## config.mk

```make
export PLATFORM = sky130hd
export DESIGN_NAME = bist_lfsr_misr
export DESIGN_NICKNAME = d
export VERILOG_FILES = /design/src/rtl/bist_lfsr_misr.sv
export SDC_FILE = /design/constraint.sdc
export NUM_CORES = 1
export LEC_CHECK = 0
export BUFFER_PORTS_ARGS = -buffer_cell sky130_fd_sc_hd__buf_4
export CAP_MARGIN = 20
export CELL_PAD_IN_SITES_DETAIL_PLACEMENT = 0
export CELL_PAD_IN_SITES_GLOBAL_PLACEMENT = 1
export CORE_MARGIN = 1
export CORE_UTILIZATION = 40
export CTS_BUF_LIST = sky130_fd_sc_hd__clkbuf_16
export DETAILED_ROUTE_END_ITERATION = 8
export PLACE_DENSITY = 0.81
export SYNTH_ARGS = -nofsm -noshare
export SYNTH_HDL_FRONTEND = slang
export SYNTH_SLANG_ARGS = --single-unit
```

## constraint.sdc

```tcl
create_clock -name clk -period 1.9 [get_ports clk]
set_clock_uncertainty 0.15 [all_clocks]
set_input_delay 0.38 -clock clk [delete_from_list [all_inputs] [get_ports clk]]
set_output_delay 0.38 -clock clk [all_outputs]
set_load 0.02 [all_outputs]
```

## src/rtl/bist_lfsr_misr.sv

```systemverilog
// BIST datapath pair: Fibonacci LFSR pattern generator and serial-input MISR
// signature compactor, each with its own enable and synchronous clear.
module bist_lfsr_misr #(
    parameter int               WIDTH     = 16,
    parameter logic [WIDTH-1:0] LFSR_TAPS = 16'hB400,
    parameter logic [WIDTH-1:0] LFSR_SEED = 16'hACE1,
    parameter logic [WIDTH-1:0] MISR_POLY = 16'h1021,
    parameter logic [WIDTH-1:0] MISR_SEED = 16'h0000
) (
    input  logic             clk,
    input  logic             rst,
    input  logic             lfsr_en,
    input  logic             lfsr_clr,
    output logic             lfsr_out,
    output logic [WIDTH-1:0] lfsr_state,
    input  logic             misr_en,
    input  logic             misr_clr,
    input  logic             misr_in,
    output logic [WIDTH-1:0] misr_sig
);

    logic [WIDTH-1:0] lfsr_state_q, lfsr_state_d;
    logic [WIDTH-1:0] misr_sig_q, misr_sig_d;
    logic             misr_fb;

    // Tap mask bit i selects state bit WIDTH-1-i (mask is written MSB-first as a polynomial).
    function automatic logic lfsr_feedback(input logic [WIDTH-1:0] s);
        logic fb;
        fb = 1'b0;
        for (int i = 0; i < WIDTH; i++) begin
            if (LFSR_TAPS[i]) begin
                fb = fb ^ s[WIDTH-1-i];
            end
        end
        return fb;
    endfunction

    always_comb begin
        lfsr_state_d = lfsr_state_q;
        if (lfsr_clr) begin
            lfsr_state_d = LFSR_SEED;
        end else if (lfsr_en) begin
            // An all-zero register would never leave zero; reseed instead of shifting.
            if (lfsr_state_q == '0) begin
                lfsr_state_d = LFSR_SEED;
            end else begin
                lfsr_state_d = {lfsr_feedback(lfsr_state_q), lfsr_state_q[WIDTH-1:1]};
            end
        end
    end

    always_comb begin
        misr_fb    = misr_sig_q[WIDTH-1] ^ misr_in;
        misr_sig_d = misr_sig_q;
        if (misr_clr) begin
            misr_sig_d = MISR_SEED;
        end else if (misr_en) begin
            misr_sig_d = {misr_sig_q[WIDTH-2:0], 1'b0} ^ (misr_fb ? MISR_POLY : '0);
        end
    end

    always_ff @(posedge clk or negedge rst) begin
        if (!rst) begin
            lfsr_state_q <= LFSR_SEED;
            misr_sig_q   <= MISR_SEED;
        end else begin
            lfsr_state_q <= lfsr_state_d;
            misr_sig_q   <= misr_sig_d;
        end
    end

    assign lfsr_state = lfsr_state_q;
    assign lfsr_out   = lfsr_state_q[0];
    assign misr_sig   = misr_sig_q;

endmodule

```

==> impl_results.md, run 1 <==
- Final setup vio count: 0
- Starting Density: 0.419
- Filler cells: 319
- I/O pin cnt: 40
- HP Start: lfsr_clr
- Final hold vios: 0
- Multi-input gate area: 542 µm²
- HPWL after DPL: 1.86 mm
- Synth top area share: 0.426
- Clk slew on worst S/H paths: 0.05 ns
- Crit path cell chain: buf_4
- Reg2reg end: lfsr_state[5]
- TritonCTS clock tree: built
- Fin. max-slew vios: 0
- Wire per inst: 13.6 µm
- R2R depth: 3
- RSZ-0062 raised after global routing: false
- CTS Buf Count: 5
- Die area: 0.00376 mm²
- Critical Path RT: 1.37 ns
- CTS Root Cell: clkbuf_16
- CP delay by family, top: flip-flops
- PostCTS Resize Cnt: 0
- Pre-CTS WS: 0.419 ns
- Top post-synthesis cells by area: dfrtp_1, mux2i_1, dfstp_2
- Die Y-Extent: 61.3 µm
- Nature of the critical path endpoint: output port
- Cell Area, Synth: 0.00141 mm²
- Nets: 155
- Reg2reg setup slack: 0.40 ns
- Ant diodes: 0
- Hold-fix buffers, CTS: 1
- Outcome: finished clean
- Die X: 61.3 µm
- Leak Pwr: 0.000911 µW
- Maximum vdd drop: 506 µV
- Hold path endpoint: lfsr_state[2]
- Routed WL: 2.65 mm
- 1st-iter DRT viols: 23
- Normalized max-slew margin: 0.741
- H-tree levels: 2
- Syn Nets: 116
- First-pass GRT wire length: 4.29 mm
- Max cap viols: 0
- Crit path max fanout: 5
- Clock sinks: 32
- Clock buffer depth: 2
- Share of layout cells above drive strength 1: 0.396
- Largest net degree at the start of global routing: 33
- Commonest cells after routing, fill and taps aside: buf_4, nor2_1, dfrtp_1, mux2i_1, dfstp_2
- Post-route insts no fill: 195
- Total number of vias: 968
- Fin worst setup slack: 0.363 ns
- Mean Syn Cell Area: 12.9 µm²
- Synthesis-stage register bit count: 32
- Initial antenna violation count: 0
- WP data arrival: 1.01 ns
- Post-CTS setup repair buffer count: 0
- Vias in the first global route: 950
- Register area share after synthesis: 0.575
- Crit path buf inv count: 1
- Synth area leader: dfrtp_1
- Final worst-path cycle share: 0.809
- Crit start category: register
- Commonest non-fill, non-tap cell in the layout: buf_4
- First-pass DRT Iterations: 4
- Total track usage: 0.163
- Sequential cell area: 811 µm²
- DRC viols: 0
- Clk_lat worst skew: 0.27 ns
- Yosys cell types: 18
- Setup_tns: 0 ns
- Cells after DPL: 186
- Final GP Congestion: 0.743
- Worst-Margin Slew: 0.388 ns
- Final ANT Viol Nets: 0
- Fmax achieved: 651 MHz
- IO Port Bufs: 39
- Area grow syn2layout: 31.3%
- Vias per cell: 4.96
- Worst Hold Class: in2reg
- Core Region: 0.00336 mm²
- Power per cell area: 905 mW/mm²
- Warnings, synthesis: 0
- # rows: 21
- CP peak stage delay: 0.58 ns
- Minimum clock period: 1.54 ns
- Worst hold stages: 2
- Setup CP Type: reg2out
- Cells after Synth: 109
- Worst path slowest cell: dfstp_2
- FF-to-FF Start: lfsr_state[3]
- Overflow left after global routing: 0
[worst max path at each step]
stage             startpoint              to  slack, ns  depth (start not counted)
6_report       lfsr_state[5]   lfsr_state[5]       0.36                          1
5_1_grt        lfsr_state[3]   lfsr_state[0]       0.33                          3
4_1_cts        lfsr_state[5]   lfsr_state[5]       0.36                          1
3_5_place_dp   lfsr_state[3]  lfsr_state[13]       0.42                          3
3_3_place_gp   lfsr_state[1]   lfsr_state[6]       0.47                          3
2_1_floorplan  lfsr_state[5]  lfsr_state[10]       0.48                          3
[state kept, by name (all words and copies together), names as in the netlist]
signal,count
lfsr_state,16
misr_sig,16
[cells in the mapped netlist]
cell type	count
a211oi_1	1
a41o_2	1
buf_4	3
buf_6	2
clkbuf_1	3
dfrtp_1	24
dfstp_2	8
mux2i_1	23
nand2b_1	1
nor2_1	24
nor4_1	3
nor4_2	1
o22a_1	3
o22a_2	5
or2_1	1
xnor2_1	3
xor2_1	1
xor3_1	2
[logic make-up (layout without fill, tap and decap cells)]
logic type,count (synthesis),after routing,synth area share
and+or+nand+nor,30,30,0.0950
AOI/OAI and AO/OA,10,10,0.0675
muxes,23,23,0.163
buffers and inverters,8,48,0.0400
DFF,32,32,0.575
xor gates and xnor gates,6,6,0.0586
[area by class of cell]
| class | instances | area share |
|---|---|---|
| Sequential cell | 32 | 0.438 |
| Multi-Input combinational cell | 69 | 0.293 |
| Timing Repair Buffer | 40 | 0.164 |
| Clock buffer | 5 | 0.0677 |
| Tap cell | 46 | 0.0311 |
| Clock inverter | 3 | 0.00609 |
[per-stage QoR]
stage	utilization	hold WS [ns]	area, µm²	total power [µW]
2_1_floorplan	-	-0.0656	1410	888
3_3_place_gp	0.506	0.179	1700	966
4_1_cts	0.550	0.196	1850	1700
6_report	0.550	0.198	1850	1670
3_5_place_dp	0.506	0.187	1700	970
5_1_grt	0.550	0.207	1850	1750
[layer usage]
layer	up-vias	global-route usage	wire length (µm)
met5	-	0	0
met4	0	0.0762	19
met3	2	0.0672	209
met2	39	0.275	1290
met1	469	0.179	1130
li1	458	-	-
[report_power, final]
| part | internal, µW | total [µW] | switching [µW] | leakage, µW |
|---|---|---|---|---|
| logic | 92.7 | 201 | 108 | 0.000427 |
| clock network | 468 | 716 | 248 | 0.0000738 |
| registers | 723 | 758 | 35.0 | 0.000410 |
| total | 1280 | 1670 | 390 | 0.000911 |
Power figures use the tool's default switching activity.
==> run 2: changes to the inputs <==
ABC_AREA = 1   (was unset)
CORE_UTILIZATION = 37   (was 40)
PLACE_DENSITY = 0.8   (was 0.81)
clock period = 1.47 ns   (was 1.9 ns; I/O delays follow)
==> run 2 against run 1 <==
Effect of this change:
- register-to-register slack worse by 0.24 ns
- clock-buffer cell count did not move
- utilization shrank 2.8 points
- synthesized cell count up 58%
- largest power group unchanged
- final area rose by 4.9%
- sequential power is 31% higher
==> impl_results.md, run 2 <==
- Outcome: finished clean
- Cells after Synth: 172 (+58%)
- Clock sinks: 32 (unchanged)
- Power per cell area: 1180 mW/mm² (+30%)
- Nets: 223 (+44%)
- Clock buffer depth: 2 (unchanged)
- Vias per cell: 4.83 (-2.8%)
- EDFF count, synth: 0 (unchanged)
- Synth top area share: 0.414 (-0.0125)
- WP data arrival: 0.99 ns (-0.02 ns)
- Fin worst setup slack: 0.0336 ns (-0.330 ns)
- Cell Area, Synth: 0.00145 mm² (+3.0%)
- Final setup vio count: 0 (unchanged)
- Top post-synthesis cells by area: dfrtp_1, dfstp_2, nand2_1
- Ys async rst share: 1.00 (unchanged)
- Routed WL: 3.24 mm (+22%)
- Total number of vias: 1,279 (+32%)
- Pre-CTS WS: 0.101 ns (-0.319 ns)
- Synth Flop Type: dfrtp_1
- Register area share after synthesis: 0.559 (-0.0169)
- Overflow left after global routing: 0 (unchanged)
- TritonCTS clock tree: built
- Setup_tns: 0 ns (unchanged)
- IO Port Bufs: 39 (unchanged)
- Synth area leader: dfrtp_1
- H-tree levels: 2 (unchanged)
- # rows: 22 (+4.8%)
- Normalized max-slew margin: 0.669 (-0.0724)
- Warnings, synthesis: 0 (unchanged)
- Max cap viols: 0 (unchanged)
- DRC viols: 0 (unchanged)
- Maximum vdd drop: 659 µV (+30%)
- Crit path cell chain: buf_6
- Fmax achieved: 696 MHz
- Wire per inst: 12.2 µm (-10%)
- I/O pin cnt: 40 (unchanged)
- Worst Hold Class: in2reg
- First-pass DRT Iterations: 4 (unchanged)
- Clk slew on worst S/H paths: 0.05 ns (about the same)
- Mean Syn Cell Area: 8.44 µm² (-35%)
- Vias in the first global route: 1,171 (+23%)
- Final GP Congestion: 0.773 (+4.2%)
- Fin. max-slew vios: 0 (unchanged)
- HPWL after DPL: 2.24 mm (+20%)
- Crit start category: register
- Share of layout cells above drive strength 1: 0.276 (-0.119)
- Crit path max fanout: 6 (+1)
- Clk_lat worst skew: 0.28 ns (about the same)
- Minimum clock period: 1.44 ns
- Core Region: 0.00372 mm² (+10%)
- Starting Density: 0.391 (-0.0283)
- RSZ-0062 raised after global routing: false
- Crit path buf inv count: 1 (unchanged)
- Initial antenna violation count: 0 (unchanged)
- Die X: 64.6 µm (+5.4%)
- Worst path slowest cell: dfstp_2
- Yosys cell types: 18 (unchanged)
- Syn Nets: 179 (+54%)
- Worst-Margin Slew: 0.497 ns (+0.109 ns)
- CP peak stage delay: 0.58 ns (about the same)
- Final ANT Viol Nets: 0 (unchanged)
- Commonest cells after routing, fill and taps aside: nand2_1, buf_4, inv_1, dfrtp_1, nor2_1
- CTS Root Cell: clkbuf_16
- Die Y-Extent: 64.6 µm (+5.4%)
- Final hold vios: 0 (unchanged)
- CTS Buf Count: 5 (unchanged)
- Critical Path RT: 1.03 ns (-0.34 ns)
- Leak Pwr: 0.00101 µW (+11%)
- Synthesis-stage register bit count: 32 (unchanged)
- Area grow syn2layout: 33.6%
- Total track usage: 0.177 (+0.0141)
- Largest net degree at the start of global routing: 33 (unchanged)
- 1st-iter DRT viols: 51 (+120%)
- Commonest cells in the synthesized netlist: nand2_1, inv_1, dfrtp_1, nor2_1, o22ai_1
- CP delay by family, top: flip-flops
- Setup CP Type: reg2out
- Ant diodes: 0 (unchanged)
- Commonest non-fill, non-tap cell in the layout: nand2_1
- Most frequent cell after synthesis: nand2_1
- Die area: 0.00418 mm² (+11%)
- Nature of the critical path endpoint: output port
- First-pass GRT wire length: 5.46 mm (+27%)
- Final worst-path cycle share: 0.977
## run 2: cells by family after synthesis
family                    Yosys count  synth area share
DFF                                32             0.559
buffers and inverters              38             0.114
and+or+nand+nor                    79             0.226
AOI/OAI and AO/OA                  21            0.0897
xor gates and xnor gates            2            0.0121
## run 2: worst paths after layout
| path | cells past startpoint | slack (ns) | startpoint | to |
|---|---|---|---|---|
| setup reg to reg | 7 | 0.16 | lfsr_state[5] | lfsr_state[15] |
| hold / removal | 2 | 0.1 | lfsr_clr | lfsr_state[4] |
| setup / recovery | 1 | 0.03 | lfsr_state[5] | lfsr_state[5] |
| max in group asynchronous | 2 | 0.49 | rst | lfsr_state[10] |
| min in group asynchronous | 2 | 0.34 | rst | lfsr_state[3] |
| hold reg to reg | 2 | 0.34 | lfsr_state[13] | lfsr_state[13] |
## run 2: what timing repair did
action,4_1_cts,5_1_grt
endpoints found under the hold margin,24,0
hold buffers,1,0
setup buffers,0,1
gates resized for setup,0,2
setup endpoints to repair,0,8
## run 2: layout make-up
type / instances / area (µm²)
timing repair buffer: 44 / 337
clock buffer: 5 / 125
tap: 48 / 60.1
sequential: 32 / 811
multi-input combinational: 102 / 478
fill: 359 / 1780
inverter: 31 / 116
clock inverter: 3 / 12.5
## run 2: where the power goes
part / switching (µW) / total [µW] / leakage (µW) / internal, µW
Combinational: 199 / 332 / 0.000522 / 133
Sequential: 46.7 / 994 / 0.000412 / 947
Clock: 353 / 963 / 0.0000762 / 610
Total: 599 / 2290 / 0.00101 / 1690
## run 2: metal layers
| metal | track usage | routed length (µm) | vias to the layer above | share of wire |
|---|---|---|---|---|
| li1 | - | - | 625 | - |
| met4 | 0.103 | 88 | 0 | 0.027 |
| met1 | 0.210 | 1410 | 606 | 0.44 |
| met3 | 0.0546 | 150 | 9 | 0.046 |
| met2 | 0.282 | 1580 | 39 | 0.49 |
| met5 | 0 | 0 | - | 0 |
## run 2: per-stage QoR
stage	total power, µW	hold WS (ns)	util	instance area (µm²)	std cells
after global routing	2400	0.106	0.522	1940	265
final	2290	0.0970	0.522	1940	265
after floorplan	1190	-0.152	-	1450	172
after detailed placement	1330	0.105	0.478	1780	255
after global placement	1330	0.0974	0.478	1780	255
after CTS	2300	0.0960	0.518	1930	264
